[config.mk]
export PLATFORM = sky130hd
export DESIGN_NAME = cpx_multiply_arbiter
export DESIGN_NICKNAME = d
export VERILOG_FILES = /design/src/rtl/cpx_arb_pkg.sv /design/src/rtl/cpx_arb_tag_fifo.sv /design/src/rtl/cpx_multiply_arbiter.sv
export SDC_FILE = /design/constraint.sdc
export NUM_CORES = 1
export LEC_CHECK = 0
export CORE_MARGIN = 2
export CORE_UTILIZATION = 42
export DETAILED_ROUTE_END_ITERATION = 16
export GPL_TIMING_DRIVEN = 0
export PLACE_DENSITY = 0.81
export SETUP_SLACK_MARGIN = 0.2
export SLEW_MARGIN = 20
export SYNTH_ARGS = -nofsm -noshare
export SYNTH_HDL_FRONTEND = slang
export SYNTH_HIERARCHICAL = 1
export SYNTH_SLANG_ARGS = --single-unit
[constraint.sdc]
create_clock -name clk -period 4.1 [get_ports clk]
set_input_delay 1.025 -clock clk [delete_from_list [all_inputs] [get_ports clk]]
set_output_delay 1.025 -clock clk [all_outputs]
set_load 0.05 [all_outputs]
[src/rtl/cpx_arb_pkg.sv]
// Shared constants for the complex-multiplier arbiter: requester IDs and default widths.
package cpx_arb_pkg;

   localparam int IN_BITS_DEF   = 16;
   localparam int OUT_BITS_DEF  = 33;
   localparam int TAG_DEPTH_DEF = 8;
   localparam int TAG_AW_DEF    = 3;

   typedef enum logic {
      ID_A = 1'b0,
      ID_B = 1'b1
   } req_id_e;

endpackage

[src/rtl/cpx_arb_tag_fifo.sv]
// 1-bit-wide tag FIFO holding the requester ID of every product still inside the multiplier.
module cpx_arb_tag_fifo
   import cpx_arb_pkg::*;
#(
   parameter int DEPTH = TAG_DEPTH_DEF,
   parameter int AW    = TAG_AW_DEF
)(
   input  logic          clk,
   input  logic          rst_n,
   input  logic          push,
   input  logic          din,
   input  logic          pop,
   output logic          head,
   output logic [AW:0]   count,
   output logic          empty,
   output logic          full
);

   localparam logic [AW:0] FULL_CNT = (AW+1)'(DEPTH);

   logic [DEPTH-1:0] mem;
   logic [AW-1:0]    wr_ptr;
   logic [AW-1:0]    rd_ptr;
   logic             do_push;
   logic             do_pop;

   // A push into a full FIFO is legal only when the head leaves in the same cycle.
   assign do_pop  = pop & ~empty;
   assign do_push = push & (~full | do_pop);

   assign head  = mem[rd_ptr];
   assign empty = (count == '0);
   assign full  = (count == FULL_CNT);

   always_ff @(posedge clk or negedge rst_n) begin
      if (!rst_n) begin
         mem    <= '0;
         wr_ptr <= '0;
         rd_ptr <= '0;
         count  <= '0;
      end else begin
         if (do_push) begin
            mem[wr_ptr] <= din;
            wr_ptr      <= wr_ptr + 1'b1;
         end
         if (do_pop) begin
            rd_ptr <= rd_ptr + 1'b1;
         end
         case ({do_push, do_pop})
            2'b10:   count <= count + 1'b1;
            2'b01:   count <= count - 1'b1;
            default: count <= count;
         endcase
      end
   end

endmodule

[src/rtl/cpx_multiply_arbiter.sv]
// Round-robin sharing of one pipelined complex multiplier between requesters A and B.
// Optional per-requester transfer counters are built when CPX_ARB_STATS_EN is defined.
module cpx_multiply_arbiter
   import cpx_arb_pkg::*;
#(
   parameter int IN_BITS   = IN_BITS_DEF,
   parameter int OUT_BITS  = OUT_BITS_DEF,
   parameter int TAG_DEPTH = TAG_DEPTH_DEF,
   parameter int TAG_AW    = TAG_AW_DEF
)(
   input  logic                       clk,
   input  logic                       rst_n,
   input  logic                       a_valid,
   output logic                       a_ready,
   input  logic signed [IN_BITS-1:0]  a_xi,
   input  logic signed [IN_BITS-1:0]  a_xq,
   input  logic signed [IN_BITS-1:0]  a_yi,
   input  logic signed [IN_BITS-1:0]  a_yq,
   input  logic                       b_valid,
   output logic                       b_ready,
   input  logic signed [IN_BITS-1:0]  b_xi,
   input  logic signed [IN_BITS-1:0]  b_xq,
   input  logic signed [IN_BITS-1:0]  b_yi,
   input  logic signed [IN_BITS-1:0]  b_yq,
   output logic                       m_axis_x_tvalid,
   output logic                       m_axis_y_tvalid,
   output logic signed [IN_BITS-1:0]  xi,
   output logic signed [IN_BITS-1:0]  xq,
   output logic signed [IN_BITS-1:0]  yi,
   output logic signed [IN_BITS-1:0]  yq,
   input  logic                       s_axis_i_tvalid,
   input  logic                       s_axis_q_tvalid,
   input  logic signed [OUT_BITS-1:0] i_out,
   input  logic signed [OUT_BITS-1:0] q_out,
   output logic                       res_valid,
   output logic                       res_id,
   output logic signed [OUT_BITS-1:0] res_i,
   output logic signed [OUT_BITS-1:0] res_q,
   output logic                       err_underflow
`ifdef CPX_ARB_STATS_EN
   ,
   output logic [31:0]                stat_a_cnt,
   output logic [31:0]                stat_b_cnt
`endif
);

   localparam logic [TAG_AW:0] FULL_CNT = (TAG_AW+1)'(TAG_DEPTH);

   logic            ret_valid;
   logic            pop;
   logic            push;
   logic            can_issue;
   logic            grant_a;
   logic            grant_b;
   req_id_e         win_id;
   req_id_e         last_grant;
   logic            tag_head;
   logic            tag_empty;
   logic            tag_full;
   logic [TAG_AW:0] tag_count;

   assign ret_valid = s_axis_i_tvalid & s_axis_q_tvalid;
   assign pop       = ret_valid & ~tag_empty;
   assign can_issue = ~tag_full | pop;

   // Round-robin: on a tie the requester that did not win last time gets the slot.
   always_comb begin
      grant_a = 1'b0;
      grant_b = 1'b0;
      if (can_issue) begin
         if (a_valid && b_valid) begin
            if (last_grant == ID_A) grant_b = 1'b1;
            else                    grant_a = 1'b1;
         end else if (a_valid) begin
            grant_a = 1'b1;
         end else if (b_valid) begin
            grant_b = 1'b1;
         end
      end
   end

   assign a_ready = grant_a;
   assign b_ready = grant_b;
   assign push    = grant_a | grant_b;
   assign win_id  = grant_b ? ID_B : ID_A;

   cpx_arb_tag_fifo #(
      .DEPTH (TAG_DEPTH),
      .AW    (TAG_AW)
   ) u_tag_fifo (
      .clk   (clk),
      .rst_n (rst_n),
      .push  (push),
      .din   (win_id),
      .pop   (pop),
      .head  (tag_head),
      .count (tag_count),
      .empty (tag_empty),
      .full  (tag_full)
   );

   always_ff @(posedge clk or negedge rst_n) begin
      if (!rst_n) begin
         m_axis_x_tvalid <= 1'b0;
         m_axis_y_tvalid <= 1'b0;
         xi              <= '0;
         xq              <= '0;
         yi              <= '0;
         yq              <= '0;
         last_grant      <= ID_B;
      end else begin
         m_axis_x_tvalid <= push;
         m_axis_y_tvalid <= push;
         if (push) begin
            xi         <= grant_b ? b_xi : a_xi;
            xq         <= grant_b ? b_xq : a_xq;
            yi         <= grant_b ? b_yi : a_yi;
            yq         <= grant_b ? b_yq : a_yq;
            last_grant <= win_id;
         end
      end
   end

   // A product arriving with no pending tag is dropped and flagged until the next reset.
   always_ff @(posedge clk or negedge rst_n) begin
      if (!rst_n) begin
         res_valid     <= 1'b0;
         res_id        <= 1'b0;
         res_i         <= '0;
         res_q         <= '0;
         err_underflow <= 1'b0;
      end else begin
         res_valid <= pop;
         if (pop) begin
            res_id <= tag_head;
            res_i  <= i_out;
            res_q  <= q_out;
         end
         if (ret_valid && tag_empty) begin
            err_underflow <= 1'b1;
         end
      end
   end

`ifdef CPX_ARB_STATS_EN
   always_ff @(posedge clk or negedge rst_n) begin
      if (!rst_n) begin
         stat_a_cnt <= '0;
         stat_b_cnt <= '0;
      end else begin
         if (grant_a) stat_a_cnt <= stat_a_cnt + 32'd1;
         if (grant_b) stat_b_cnt <= stat_b_cnt + 32'd1;
      end
   end
`endif

   assert property (@(posedge clk) disable iff (!rst_n) tag_count <= FULL_CNT);
   assert property (@(posedge clk) disable iff (!rst_n) !(a_ready && b_ready));

endmodule

==> load_flow_metrics.sql, run 1 <==
INSERT INTO impl_metrics (metric_group, metric, value, unit) VALUES
('outcome', 'status', 'finished, final reports clean', ''),
('die', 'floorplan.initialDensity', '0.427', ''),
('route', 'vias', '5172', ''),
('global_routing', 'global_route_wire_length_before_repair', '30.9', 'mm'),
('clock_network', 'postCtsResizedCells', '7', ''),
('placement', 'dp_cells', '1017', ''),
('synthesis', 'synth_top_cells_by_area', 'dfrtp_1, mux2_4, mux2_2', ''),
('global_routing', 'grt_antenna_before_repair', '1', ''),
('placement', 'place_area', '0.0110', 'mm²'),
('setup_path', 'worst_path_largest_cell_delay', '560', 'ps'),
('setup_path', 'cp_cell_sequence', 'clkdlybuf4s50_1 -> nand3b_1 -> buf_2 -> a21boi_0 -> and2_1 -> dlygate4sd2_1', ''),
('setup_path', 'timing_worst_setup_path_type', 'in2out', ''),
('layout', 'flow.area_growth_from_synthesis', '58.7', '%'),
('die', 'core_region_area', '0.0172', 'mm²'),
('synthesis', 'syn_inst', '455', ''),
('setup_path', 'worst-endpoint-arrival', '2810', 'ps'),
('route', 'route.antenna.remaining_nets', '0', ''),
('clock_network', 'cts.repair_timing.setup_buffer_count', '0', ''),
('synthesis', 'synthMostInstantiatedCell', 'dfrtp_1', ''),
('die', 'design.die.area', '0.0186', 'mm²'),
('die', 'floorplan.io_pins', '337', ''),
('route', 'drt-pass1-iter-count', '4', ''),
('layout', 'layout_net_count', '1017', ''),
('clock_network', 'clkLatencyLatePin', '420', 'ps'),
('synthesis', 'synth_edf_count', '0', ''),
('route', 'detail_route.wl_per_cell', '19.8', 'µm'),
('timing', 'period_needed', '3840', 'ps'),
('clock_network', 'tritoncts_clock_tree', 'built', ''),
('synthesis', 'async_flop_share', '1.00', ''),
('power_and_ir_drop', 'power.total', '0.00784', 'W'),
('setup_path', 'startpoint_type', 'primary input', ''),
('global_routing', 'globalRouteTotalUtil', '0.223', ''),
('synthesis', 'mappedNetlistNets', '661', ''),
('power_and_ir_drop', 'power.static_leakage', '5.06', 'nW'),
('synthesis', 'synth_cell_type_count', '46', ''),
('clock_network', 'cts_root_buf', 'clkbuf_16', ''),
('global_routing', 'vias_in_the_first_global_route', '5509', ''),
('die', 'fp.dieW', '136', 'µm'),
('route', 'wl', '20.8', 'mm'),
('layout', 'stdcell_area', '0.0117', 'mm²'),
('setup_path', 'required_time_at_the_worst_slack_endpoint', '3070', 'ps'),
('synthesis', 'post_synth_most_frequent_cells', 'dfrtp_1, mux2_2, mux2_4', ''),
('timing', 'fmax', '0.261', 'GHz'),
('timing', 'ratio_of_final_minimum_period_to_clock_period', '0.936', ''),
('placement', 'place.gp.congestion', '0.832', ''),
('clock_network', 'path_clk_slew', '60', 'ps'),
('synthesis', 'synth_top_flop_cell', 'dfrtp_1', ''),
('layout', 'final_layout_size_suffix_gt1_frac', '0.330', ''),
('timing', 'clock_skew', '12.2', 'ps'),
('synthesis', 'syn-cell-area', '0.00734', 'mm²'),
('clock_network', 'clockBufferDepth', '2', ''),
('timing', 'worst_slew_pin_slew', '649', 'ps'),
('placement', 'place.detailed.hpwl', '16.1', 'mm'),
('power_and_ir_drop', 'peak_supply_drop', '390', 'µV'),
('clock_network', 'htree_levels', '4', ''),
('synthesis', 'synth.yosys.warnings', '6', ''),
('clock_network', 'cts.sinks', '153', ''),
('setup_path', 'end_kind', 'primary output', ''),
('timing', 'setup_viol', '0', ''),
('synthesis', 'synthDominantCellAreaShare', '0.518', ''),
('synthesis', 'synth.yosys.seq_area_share', '0.522', ''),
('synthesis', 'post_synth.cell_area_avg', '16.1', 'µm²'),
('flow_run', 'number_of_maximum_capacitance_violations', '0', ''),
('timing', 'rsz0062_at_grt', 'true', ''),
('power_and_ir_drop', 'power_density', '672', 'mW/mm²'),
('hold_path', 'hold_path_class', 'reg2reg', ''),
('global_routing', 'grt_start_max_net_pins', '87', ''),
('clock_network', 'tritoncts.num_buffers', '17', ''),
('setup_path', 'critPathMaxFanout', '9', ''),
('synthesis', 'synth_largest_area_cell', 'dfrtp_1', ''),
('global_routing', 'grt_overflow_total', '0', ''),
('die', 'die_height', '136', 'µm'),
('timing', 'max-slew-margin-rel', '0.566', ''),
('route', 'detailedRoute.firstIterationViolations', '139', ''),
('die', 'fp-row-count', '48', ''),
('setup_path', 'slowest_stage', 'dlygate4sd2_1', ''),
('layout', 'layout.cells.non_filler', '1050', ''),
('synthesis', 'ys_ff_latch', '153', ''),
('route', 'drt_drc_violations_left', '0', ''),
('clock_network', 'post_cts_hold_buffer_count', '0', ''),
('timing', 'final_max_slew_viol_count', '0', ''),
('placement', 'buffer_ports.inserted', '336', ''),
('timing', 'hold_viol', '0', ''),
('route', 'drt-vias-per-instance', '4.93', '');
-- metal layers --
layer | vias to the layer above | GRT usage | routed length (µm)
met5 | - | 0 | 0
met4 | 0 | 0.116 | 869
met3 | 49 | 0.0567 | 1370
met2 | 191 | 0.395 | 10900
met1 | 2575 | 0.245 | 7620
li1 | 2357 | - | -
-- report_power, final --
group | leakage [nW] | internal (W) | switching [W]
Clock | 0.303 | 0.000973 | 0.000661
Sequential | 1.79 | 0.00200 | 0.000310
Combinational | 2.97 | 0.00165 | 0.00224
-- path summary, 6_finish.rpt --
check	startpoint	to	slack, ps	cells past startpoint
hold / removal	err_underflow	err_underflow	470	1
max in group asynchronous	rst_n	res_q[6]	2740	2
setup reg to reg	u_tag_fifo/count[0]	u_tag_fifo/count[3]	480	14
min in group asynchronous	rst_n	yi[9]	530	1
hold reg to reg	err_underflow	err_underflow	470	1
setup / recovery	s_axis_i_tvalid	a_ready	260	6
-- area by class of cell --
class / count / area (µm²)
Tap cell: 225 / 282
Timing Repair Buffer: 337 / 3390
Inverter: 8 / 30.0
Multi-Input combinational cell: 267 / 3230
Clock inverter: 15 / 188
Antenna cell: 1 / 2.50
Clock buffer: 17 / 425
Buffer: 27 / 277
Fill cell: 1200 / 5520
Sequential cell: 153 / 3830
-- state kept, by name, summed over array words and instances (netlist names), 3 cells and up --
name / count
xq: 16
yi: 16
xi: 16
yq: 16
res_i: 33
u_tag_fifo/mem: 8
u_tag_fifo/count: 4
u_tag_fifo/wr_ptr: 3
res_q: 33
u_tag_fifo/rd_ptr: 3
-- stage by stage --
stage          setup TNS, ps  worst slack [ps]  hold WS, ps  utilization
6_report                   0               264          467        0.678
5_1_grt                    0               158          482        0.678
2_1_floorplan              0               478          453            -
3_3_place_gp         -602820             -3960          454        0.640
3_5_place_dp           -1000              -489          454        0.642
4_1_cts                    0               109          469        0.678
-- cells in the final DEF, fill, tap and decap left out, types with 2 or more instances in the layout --
| cell type | synthesis | routed |
|---|---|---|
| buf_12 | 5 | 5 |
| dfrtp_1 | 152 | 152 |
| inv_8 | 0 | 2 |
| clkinv_2 | 0 | 3 |
| a21oi_1 | 2 | 2 |
| mux4_2 | 2 | 2 |
| clkbuf_16 | 0 | 17 |
| clkdlybuf4s50_1 | 0 | 333 |
| o211ai_1 | 4 | 4 |
| mux2_2 | 99 | 99 |
| nor2_1 | 2 | 2 |
| nor3b_1 | 3 | 3 |
| buf_6 | 9 | 10 |
| inv_6 | 0 | 5 |
| mux2_1 | 9 | 9 |
| nand2_1 | 5 | 5 |
| bufinv_16 | 0 | 3 |
| inv_1 | 7 | 7 |
| ha_1 | 5 | 4 |
| o21ai_0 | 2 | 2 |
| nand3_1 | 2 | 2 |
| o2111ai_1 | 3 | 3 |
| xnor2_1 | 5 | 5 |
| buf_2 | 10 | 10 |
| nor2b_1 | 3 | 3 |
| mux2_4 | 98 | 98 |
-- logic make-up (layout without fill, tap and decap cells) --
family | Yosys count | after routing | share of synthesized area
buf+inv | 35 | 404 | 0.0404
simple gates | 22 | 22 | 0.0186
flops | 153 | 153 | 0.522
compound gates | 24 | 24 | 0.0274
fa+ha+maj | 6 | 6 | 0.0112
mux | 209 | 209 | 0.374
xor+xnor | 6 | 6 | 0.00716
other cells | 0 | 1 | 0
-- critical path, delay by kind of cell --
kind | cells | cell delay, ps
AOI/OAI and AO/OA | 1 | 260
buffers and inverters | 3 | 1260
and+or+nand+nor | 2 | 270
Note: power is estimated with default switching activity, not from simulation.
==> run 2, diff against run 1 <==
- CELL_PAD_IN_SITES_DETAIL_PLACEMENT: unset -> 1
- CELL_PAD_IN_SITES_GLOBAL_PLACEMENT: unset -> 1
- CORE_UTILIZATION: 42 -> 33
- PLACE_DENSITY: 0.81 -> unset
- PLACE_DENSITY_LB_ADDON: unset -> 0.1
- SLEW_MARGIN: 20 -> 15
==> run 2 against run 1 <==
  * First-iteration DRC count up 58%
  * Maximum frequency about the same
  * Final cell count rose by 5.2%
  * Count of clock-buffer cells in the layout increased by 1
  * Global-route usage fell by 3.0 points
  * Via count shrank 0.14%
  * Hold slack better by 13 ps
  * Critical path depth stayed put
  * Sequential share of layout area down 0.18 points
  * Critical endpoint is now b_ready
==> load_flow_metrics.sql, run 2 (same netlist as run 1, synthesis figures left out) <==
INSERT INTO impl_metrics (metric_group, metric, value, unit) VALUES
('global_routing', 'vias_in_the_first_global_route', '5871', ''),
('placement', 'place.gp.congestion', '0.789', ''),
('placement', 'place.detailed.hpwl', '17.1', 'mm'),
('route', 'drt_drc_violations_left', '0', ''),
('timing', 'final_max_slew_viol_count', '0', ''),
('route', 'detail_route.wl_per_cell', '20.1', 'µm'),
('route', 'detailedRoute.firstIterationViolations', '219', ''),
('timing', 'setup_viol', '0', ''),
('die', 'floorplan.io_pins', '337', ''),
('clock_network', 'cts.sinks', '153', ''),
('setup_path', 'critPathMaxFanout', '10', ''),
('die', 'fp.dieW', '153', 'µm'),
('flow_run', 'number_of_maximum_capacitance_violations', '0', ''),
('power_and_ir_drop', 'power_density', '667', 'mW/mm²'),
('clock_network', 'cts.repair_timing.setup_buffer_count', '0', ''),
('die', 'design.die.area', '0.0235', 'mm²'),
('setup_path', 'required_time_at_the_worst_slack_endpoint', '3070', 'ps'),
('timing', 'max-slew-margin-rel', '0.513', ''),
('layout', 'flow.area_growth_from_synthesis', '59.6', '%'),
('clock_network', 'htree_levels', '4', ''),
('route', 'vias', '5165', ''),
('die', 'fp-row-count', '54', ''),
('layout', 'most-common-layout-cells', 'clkdlybuf4s50_1, dfrtp_1, mux2_2', ''),
('global_routing', 'global_route_wire_length_before_repair', '34.7', 'mm'),
('placement', 'placement.setup.worst_slack', '-616', 'ps'),
('clock_network', 'post_cts_hold_buffer_count', '0', ''),
('power_and_ir_drop', 'peak_supply_drop', '263', 'µV'),
('clock_network', 'path_clk_slew', '70', 'ps'),
('layout', 'layout_commonest_cell', 'clkdlybuf4s50_1', ''),
('layout', 'final_layout_size_suffix_gt1_frac', '0.329', ''),
('timing', 'period_needed', '3830', 'ps'),
('route', 'drt-vias-per-instance', '4.67', ''),
('die', 'core_region_area', '0.0218', 'mm²'),
('timing', 'hold_viol', '0', ''),
('timing', 'ratio_of_final_minimum_period_to_clock_period', '0.935', ''),
('global_routing', 'globalRouteTotalUtil', '0.193', ''),
('timing', 'final.setup.tns', '0', 'ps'),
('die', 'floorplan.initialDensity', '0.336', ''),
('clock_network', 'clkLatencyLatePin', '430', 'ps'),
('hold_path', 'hold_path_class', 'reg2reg', ''),
('power_and_ir_drop', 'power.total', '0.00781', 'W'),
('clock_network', 'tritoncts_clock_tree', 'built', ''),
('timing', 'clock_skew', '15.8', 'ps'),
('placement', 'dp_cells', '1072', ''),
('setup_path', 'timing_worst_setup_path_type', 'in2out', ''),
('global_routing', 'grt_overflow_total', '0', ''),
('timing', 'rsz0062_at_grt', 'true', ''),
('layout', 'biggestRegsByFlops', 'res_i (33), res_q (33)', ''),
('setup_path', 'startpoint_type', 'primary input', ''),
('clock_network', 'cts_root_buf', 'clkbuf_16', ''),
('route', 'wl', '22.2', 'mm'),
('global_routing', 'grt_antenna_before_repair', '2', ''),
('power_and_ir_drop', 'power.static_leakage', '5.04', 'nW'),
('layout', 'layout_net_count', '1017', ''),
('route', 'drt-pass1-iter-count', '4', ''),
('setup_path', 'worst-endpoint-arrival', '2810', 'ps'),
('clock_network', 'tritoncts.num_buffers', '17', ''),
('outcome', 'status', 'finished, final reports clean', ''),
('global_routing', 'grt_start_max_net_pins', '91', ''),
('die', 'die_height', '153', 'µm'),
('layout', 'layout.cells.non_filler', '1105', ''),
('timing', 'fmax', '0.261', 'GHz'),
('clock_network', 'clockBufferDepth', '2', ''),
('setup_path', 'end_kind', 'primary output', ''),
('placement', 'buffer_ports.inserted', '336', ''),
('timing', 'worst_slew_pin_slew', '730', 'ps'),
('timing', 'worst_slack', '267', 'ps'),
('route', 'route.antenna.remaining_nets', '0', '');
## run 2: final timing paths
kind | start | to | slack (ps) | cells after the start
setup reg to reg | u_tag_fifo/count[0] | u_tag_fifo/count[3] | 580 | 14
max in group asynchronous | rst_n | last_grant | 2660 | 2
min in group asynchronous | rst_n | res_i[14] | 570 | 1
hold / removal | err_underflow | err_underflow | 480 | 1
hold reg to reg | err_underflow | err_underflow | 480 | 1
setup / recovery | b_valid | b_ready | 270 | 6
## run 2: cell type report
cell class              count  area (µm²)
diodes                      1        2.50
plain buffers              27         279
clock buffers              18         429
clock inverters            14         163
fillers                  2150       10100
inverters                   8        30.0
multi-input cells         267        3240
flip-flops and latches    153        3830
well taps                 280         350
repair buffers            337        3390
## run 2: through the flow
step / instance area, µm² / hold slack [ps] / util
finish: 11700 / 480 / 0.537
detailed placement: 11100 / 469 / 0.508
global placement: 11100 / 460 / 0.507
CTS: 11700 / 485 / 0.536
floorplan: 7340 / 453 / -
global route: 11700 / 501 / 0.537
## run 2: worst max-delay path, stage by stage
cell             delay, ps
clkdlybuf4s50_1        520
a21boi_1               250
buf_6                  210
buf_6                  200
a21boi_4               300
clkbuf_4               290
## run 2: metal layers
layer | track usage | vias to the layer above | share of wire
li1 | - | 2351 | -
met1 | 0.208 | 2599 | 0.37
met2 | 0.357 | 184 | 0.54
met3 | 0.0621 | 29 | 0.063
met4 | 0.0595 | 2 | 0.020
met5 | 0 | - | 0.00049
## run 2: repair_timing
action	CTS	global route
pin swaps	0	0
endpoints found under the hold margin	0	0
setup endpoints to repair	3	3
gates resized for setup	9	9
## run 2: power breakdown
group	internal [W]	switching, W
sequential	0.00200	0.000309
clock	0.000913	0.000676
combinational	0.00165	0.00226
==> edit 1 (config.mk and constraints of run 2) <==
The package constant `TAG_AW_DEF` goes from 3 to 2.
--- a/src/rtl/cpx_arb_pkg.sv
+++ b/src/rtl/cpx_arb_pkg.sv
@@ -4,7 +4,7 @@
    localparam int IN_BITS_DEF   = 16;
    localparam int OUT_BITS_DEF  = 33;
    localparam int TAG_DEPTH_DEF = 8;
-   localparam int TAG_AW_DEF    = 3;
+   localparam int TAG_AW_DEF    = 2;
 
    typedef enum logic {
       ID_A = 1'b0,
Check against the original RTL: not equivalent (Yosys sat finds a counterexample within 4 cycles, from zero or initial values and one cycle with rst_n low).
==> edit 1 against run 2 <==
Design area is 3.5% lower; total power is 9.1% higher; sequential cell count is 7 lower; critical path depth stayed put; global-route usage is 0.48 points higher; count of clock-buffer cells in the layout is 1 lower; worst hold slack better by 0.0046 ns; combinational power is 14% higher; core utilization is 1.8 points higher; setup slack better by 0.089 ns; area after synthesis is 6.3% lower; register-to-register slack better by 0.27 ns; wire length is 4.3% lower; first-iteration DRC count is 40% lower.
==> edit 1: results (changes against run 2) <==
stage,metric,value,unit,change
yosys,"top cells by area, synth","dfrtp_1 (53%), mux2_4 (22%), mux2_2 (16%)",,
sta,WHS,0.484,ns,+0.00463 ns
yosys,post-synthesis mux area share,38.6,%,+1.2 points
clocking,PostCTS Resize Cnt,5,,-4
setup_path,worst reg2reg path depth,16,,+2
global_route,vias in the first global route,5515,,-6.1%
clocking,clk root buf,clkbuf_16,,
drt,M1 WL,8.02,mm,-3.8%
setup_path,"setup slack, reg-to-reg",0.85,ns,+0.27 ns
yosys,Post-Synth Adder-Cell Area,1.20,%,+0.075 points
sta,Worst-Margin Slew,0.580,ns,-0.150 ns
drt,via count,4781,,-7.4%
yosys,"top cells by count, synth","dfrtp_1 (145), mux2_4 (102), mux2_2 (97)",,
setup_path,CP arrival,2.72,ns,-0.09 ns
drt,routed len/inst,20.2,um,+0.20%
global_route,largest net degree at the start of global routing,87,,-4.4%
sta,Setup Skew,0.0100,ns,-0.00575 ns
yosys,post-synthesis sequential area ratio,53.1,%,+0.94 points
run_status,status,completed,,
global_route,antenna violations before repair,1,,-1
yosys,Yosys cell types,31,,-33%
drt,met3 WL,1.42,mm,+1.1%
cells_and_area,Final nets,977,,-3.9%
yosys,Post-Synth XOR/XNOR Area,0.763,%,+0.048 points
place,Placer Congestion,0.767,,-2.8%
global_route,total track usage,19.7,%,+0.48 points
cells_and_area,layout cell share with drive strength beyond 1,34.4,%,+1.6 points
yosys,syn_nets,621,,-6.1%
place,DPL Wire Length,16.4,mm,-4.1%
yosys,Synth Area in Compound Gates,0.963,%,-1.8 points
global_route,first-pass GRT wire length,33.0,mm,-5.0%
yosys,Yosys top cell area share,52.7,%,+0.91 points
drt,WL met2,11.4,mm,-5.0%
drt,highest metal used,met4,,
## edit 1: cell count changes in the layout (fill, tap and decap cells not counted), sizes merged, moves of 4 or more
| cell | run 2 | this run |
|---|---|---|
| mux2 | 206 | 199 |
| o211ai | 5 | 0 |
| bufinv | 2 | 6 |
| o2111ai | 4 | 0 |
| clkbuf | 21 | 17 |
| dfrtp | 152 | 145 |
## edit 1: worst register-to-register path, stage by stage, from the launching register on
cell and delay [ns]:
dfrtp_1 0.42, or3_4 0.40, inv_1 0.11, nand3b_1 0.11
buf_2 0.25, a21oi_2 0.10, buf_6 0.17, buf_12 0.17
o31a_1 0.11, buf_6 0.14, inv_1 0.05, ha_1 0.20
inv_1 0.07, fa_1 0.38, xor2_1 0.15, nor2_1 0.13
xor2_1 0.19
## edit 1: stage by stage
step                      util (%)  cells  setup slack, ns  cell area [um^2]  power, mW
final                         55.5   1055            0.356             11300       8.53
after global routing          55.5   1055            0.230             11300       8.90
after CTS                     55.5   1054           0.0921             11300       8.62
after detailed placement      52.1   1022           -0.508             10600       6.78
after global placement        52.0   1021            -4.00             10600       6.67
after floorplan                  -    415            0.590              6880       5.21
## edit 1: where the power goes
part	internal [mW]	total, mW	switching, mW
clock	1.15	1.80	0.644
combinational	1.86	4.44	2.58
sequential	1.98	2.29	0.307
## edit 1: cell type report
cell class	count	area (um^2)
Multi-Input combinational cell	235	2950
Sequential cell	146	3650
Timing Repair Buffer	337	3390
Antenna cell	1	2.50
Clock inverter	15	253
Buffer	25	255
Tap cell	270	338
Fill cell	1987	9060
Clock buffer	17	425
Inverter	9	33.8
## edit 1: metal layers
layer | track usage, % | up-vias
met4 | 5.67 | 0
met3 | 6.17 | 24
met5 | 0 | -
met1 | 22.1 | 2394
li1 | - | 2173
met2 | 36.1 | 190
==> edit 2 (config.mk and constraints of run 2) <==
Made on the original files. Put one more register stage on the output `err_underflow`, cleared by the reset. The value now appears one clock later. The other outputs are not delayed to match.
--- a/src/rtl/cpx_multiply_arbiter.sv
+++ b/src/rtl/cpx_multiply_arbiter.sv
@@ -45,6 +45,8 @@
 );
 
    localparam logic [TAG_AW:0] FULL_CNT = (TAG_AW+1)'(TAG_DEPTH);
+
+   logic err_underflow_s0;
 
    logic            ret_valid;
    logic            pop;
@@ -128,7 +130,7 @@
          res_id        <= 1'b0;
          res_i         <= '0;
          res_q         <= '0;
-         err_underflow <= 1'b0;
+         err_underflow_s0 <= 1'b0;
       end else begin
          res_valid <= pop;
          if (pop) begin
@@ -137,7 +139,7 @@
             res_q  <= q_out;
          end
          if (ret_valid && tag_empty) begin
-            err_underflow <= 1'b1;
+            err_underflow_s0 <= 1'b1;
          end
       end
    end
@@ -157,5 +159,13 @@
    assert property (@(posedge clk) disable iff (!rst_n) tag_count <= FULL_CNT);
    assert property (@(posedge clk) disable iff (!rst_n) !(a_ready && b_ready));
 
+   always_ff @(posedge clk or negedge rst_n) begin
+      if (!rst_n) begin
+         err_underflow <= '0;
+      end else begin
+         err_underflow <= err_underflow_s0;
+      end
+   end
+
 endmodule
 
Behaviour: not the same (Yosys sat finds a counterexample within 4 cycles, from zero or initial values and one cycle with rst_n low).
==> edit 2 against run 2 <==
Synthesized cell count up 0.22%; core utilization up 0.086 points; total power up 0.92%; area after synthesis up 0.34%; sequential cell count up 1; combinational power about the same; setup slack better by 0.10 ns; wire length up 1.0%; clock power up 3%; design area up 0.47%; critical path type unchanged; largest cell class unchanged.
==> edit 2: results (changes against run 2) <==
stage,metric,value,unit,change
run_status,status,completed,,
sta,Setup Skew,0.0147,ns,-0.00107 ns
global_route,total track usage,19.5,%,+0.25 points
yosys,"top cells by area, synth","dfrtp_1 (52%), mux2_4 (20%), mux2_2 (15%)",,
place,DPL Wire Length,17.3,mm,+1.3%
yosys,syn_nets,662,,+0.15%
yosys,Post-Synthesis Cells,456,,+0.22%
drt,highest metal used,met4,,
cells_and_area,layout cell share with drive strength beyond 1,33.1,%,+0.16 points
drt,DR iter-0 viols,185,,-16%
sta,Final Cycle Share,91.0,%,-2.5 points
drt,WL met2,12.3,mm,+1.9%
drt,Vias/cell,4.63,,-0.85%
global_route,vias in the first global route,5830,,-0.70%
drt,M1 WL,8.59,mm,+3.1%
global_route,GRT met3 Usage,4.42,%,-1.8 points
sta,WHS,0.385,ns,-0.0948 ns
global_route,met2 usage,36.1,%,+0.45 points
setup_path,crit path max-delay cell type,clkdlybuf4s15_1,,
drt,met3 WL,1.20,mm,-14%
setup_path,"setup slack, reg-to-reg",0.53,ns,-0.05 ns
global_route,grt met1 use,22.2,%,+1.4 points
yosys,"top cells by count, synth","dfrtp_1 (153), mux2_2 (99), mux2_4 (98)",,
global_route,first-pass GRT wire length,35.2,mm,+1.5%
drt,routed len/inst,20.3,um,+0.74%
## edit 2: worst paths after layout
path | from | end | cells after the start
max | s_axis_q_tvalid | a_ready | 6
min | err_underflow_s0$_DFFE_PN0P_ | err_underflow$_DFF_PN0_ | 0
max reg2reg | u_tag_fifo/count[0]$_DFFE_PN0P_ | u_tag_fifo/count[3]$_DFFE_PN0P_ | 14
min reg2reg | err_underflow_s0$_DFFE_PN0P_ | err_underflow$_DFF_PN0_ | 0
max in group asynchronous | rst_n | xi[11]$_DFFE_PN0P_ | 2
min in group asynchronous | rst_n | res_i[4]$_DFFE_PN0P_ | 1
## edit 2: area by class of cell
| class | instances | area, um^2 |
|---|---|---|
| clock buffers | 18 | 439 |
| fillers | 2152 | 10100 |
| diodes | 2 | 5.00 |
| well taps | 280 | 350 |
| inverters | 8 | 30.0 |
| plain buffers | 27 | 279 |
| repair buffers | 338 | 3400 |
| flip-flops and latches | 154 | 3850 |
| clock inverters | 14 | 173 |
| multi-input cells | 267 | 3240 |
## edit 2: metrics by stage
| stage | cell area, um^2 | TNS [ns] |
|---|---|---|
| after floorplan | 7370 | 0 |
| after CTS | 11700 | 0 |
| after detailed placement | 11100 | -1.38 |
| final | 11800 | 0 |
| after global routing | 11800 | 0 |
| after global placement | 11100 | -662.58 |
## edit 2: cell families after synthesis
| kind of cell | synth area share [%] |
|---|---|
| mux | 37.2 |
| flops | 52.3 |
| buf+inv | 4.03 |
| compound gates | 2.73 |
| simple gates | 1.85 |
| xor+xnor | 0.713 |
| fa+ha+maj | 1.12 |
## edit 2: power breakdown
part	leakage, nW	internal, mW	total, mW	switching, mW
registers	1.80	2.02	2.32	0.308
clock network	0.296	0.939	1.64	0.697
logic	2.97	1.66	3.92	2.27
total	5.07	4.61	7.89	3.27
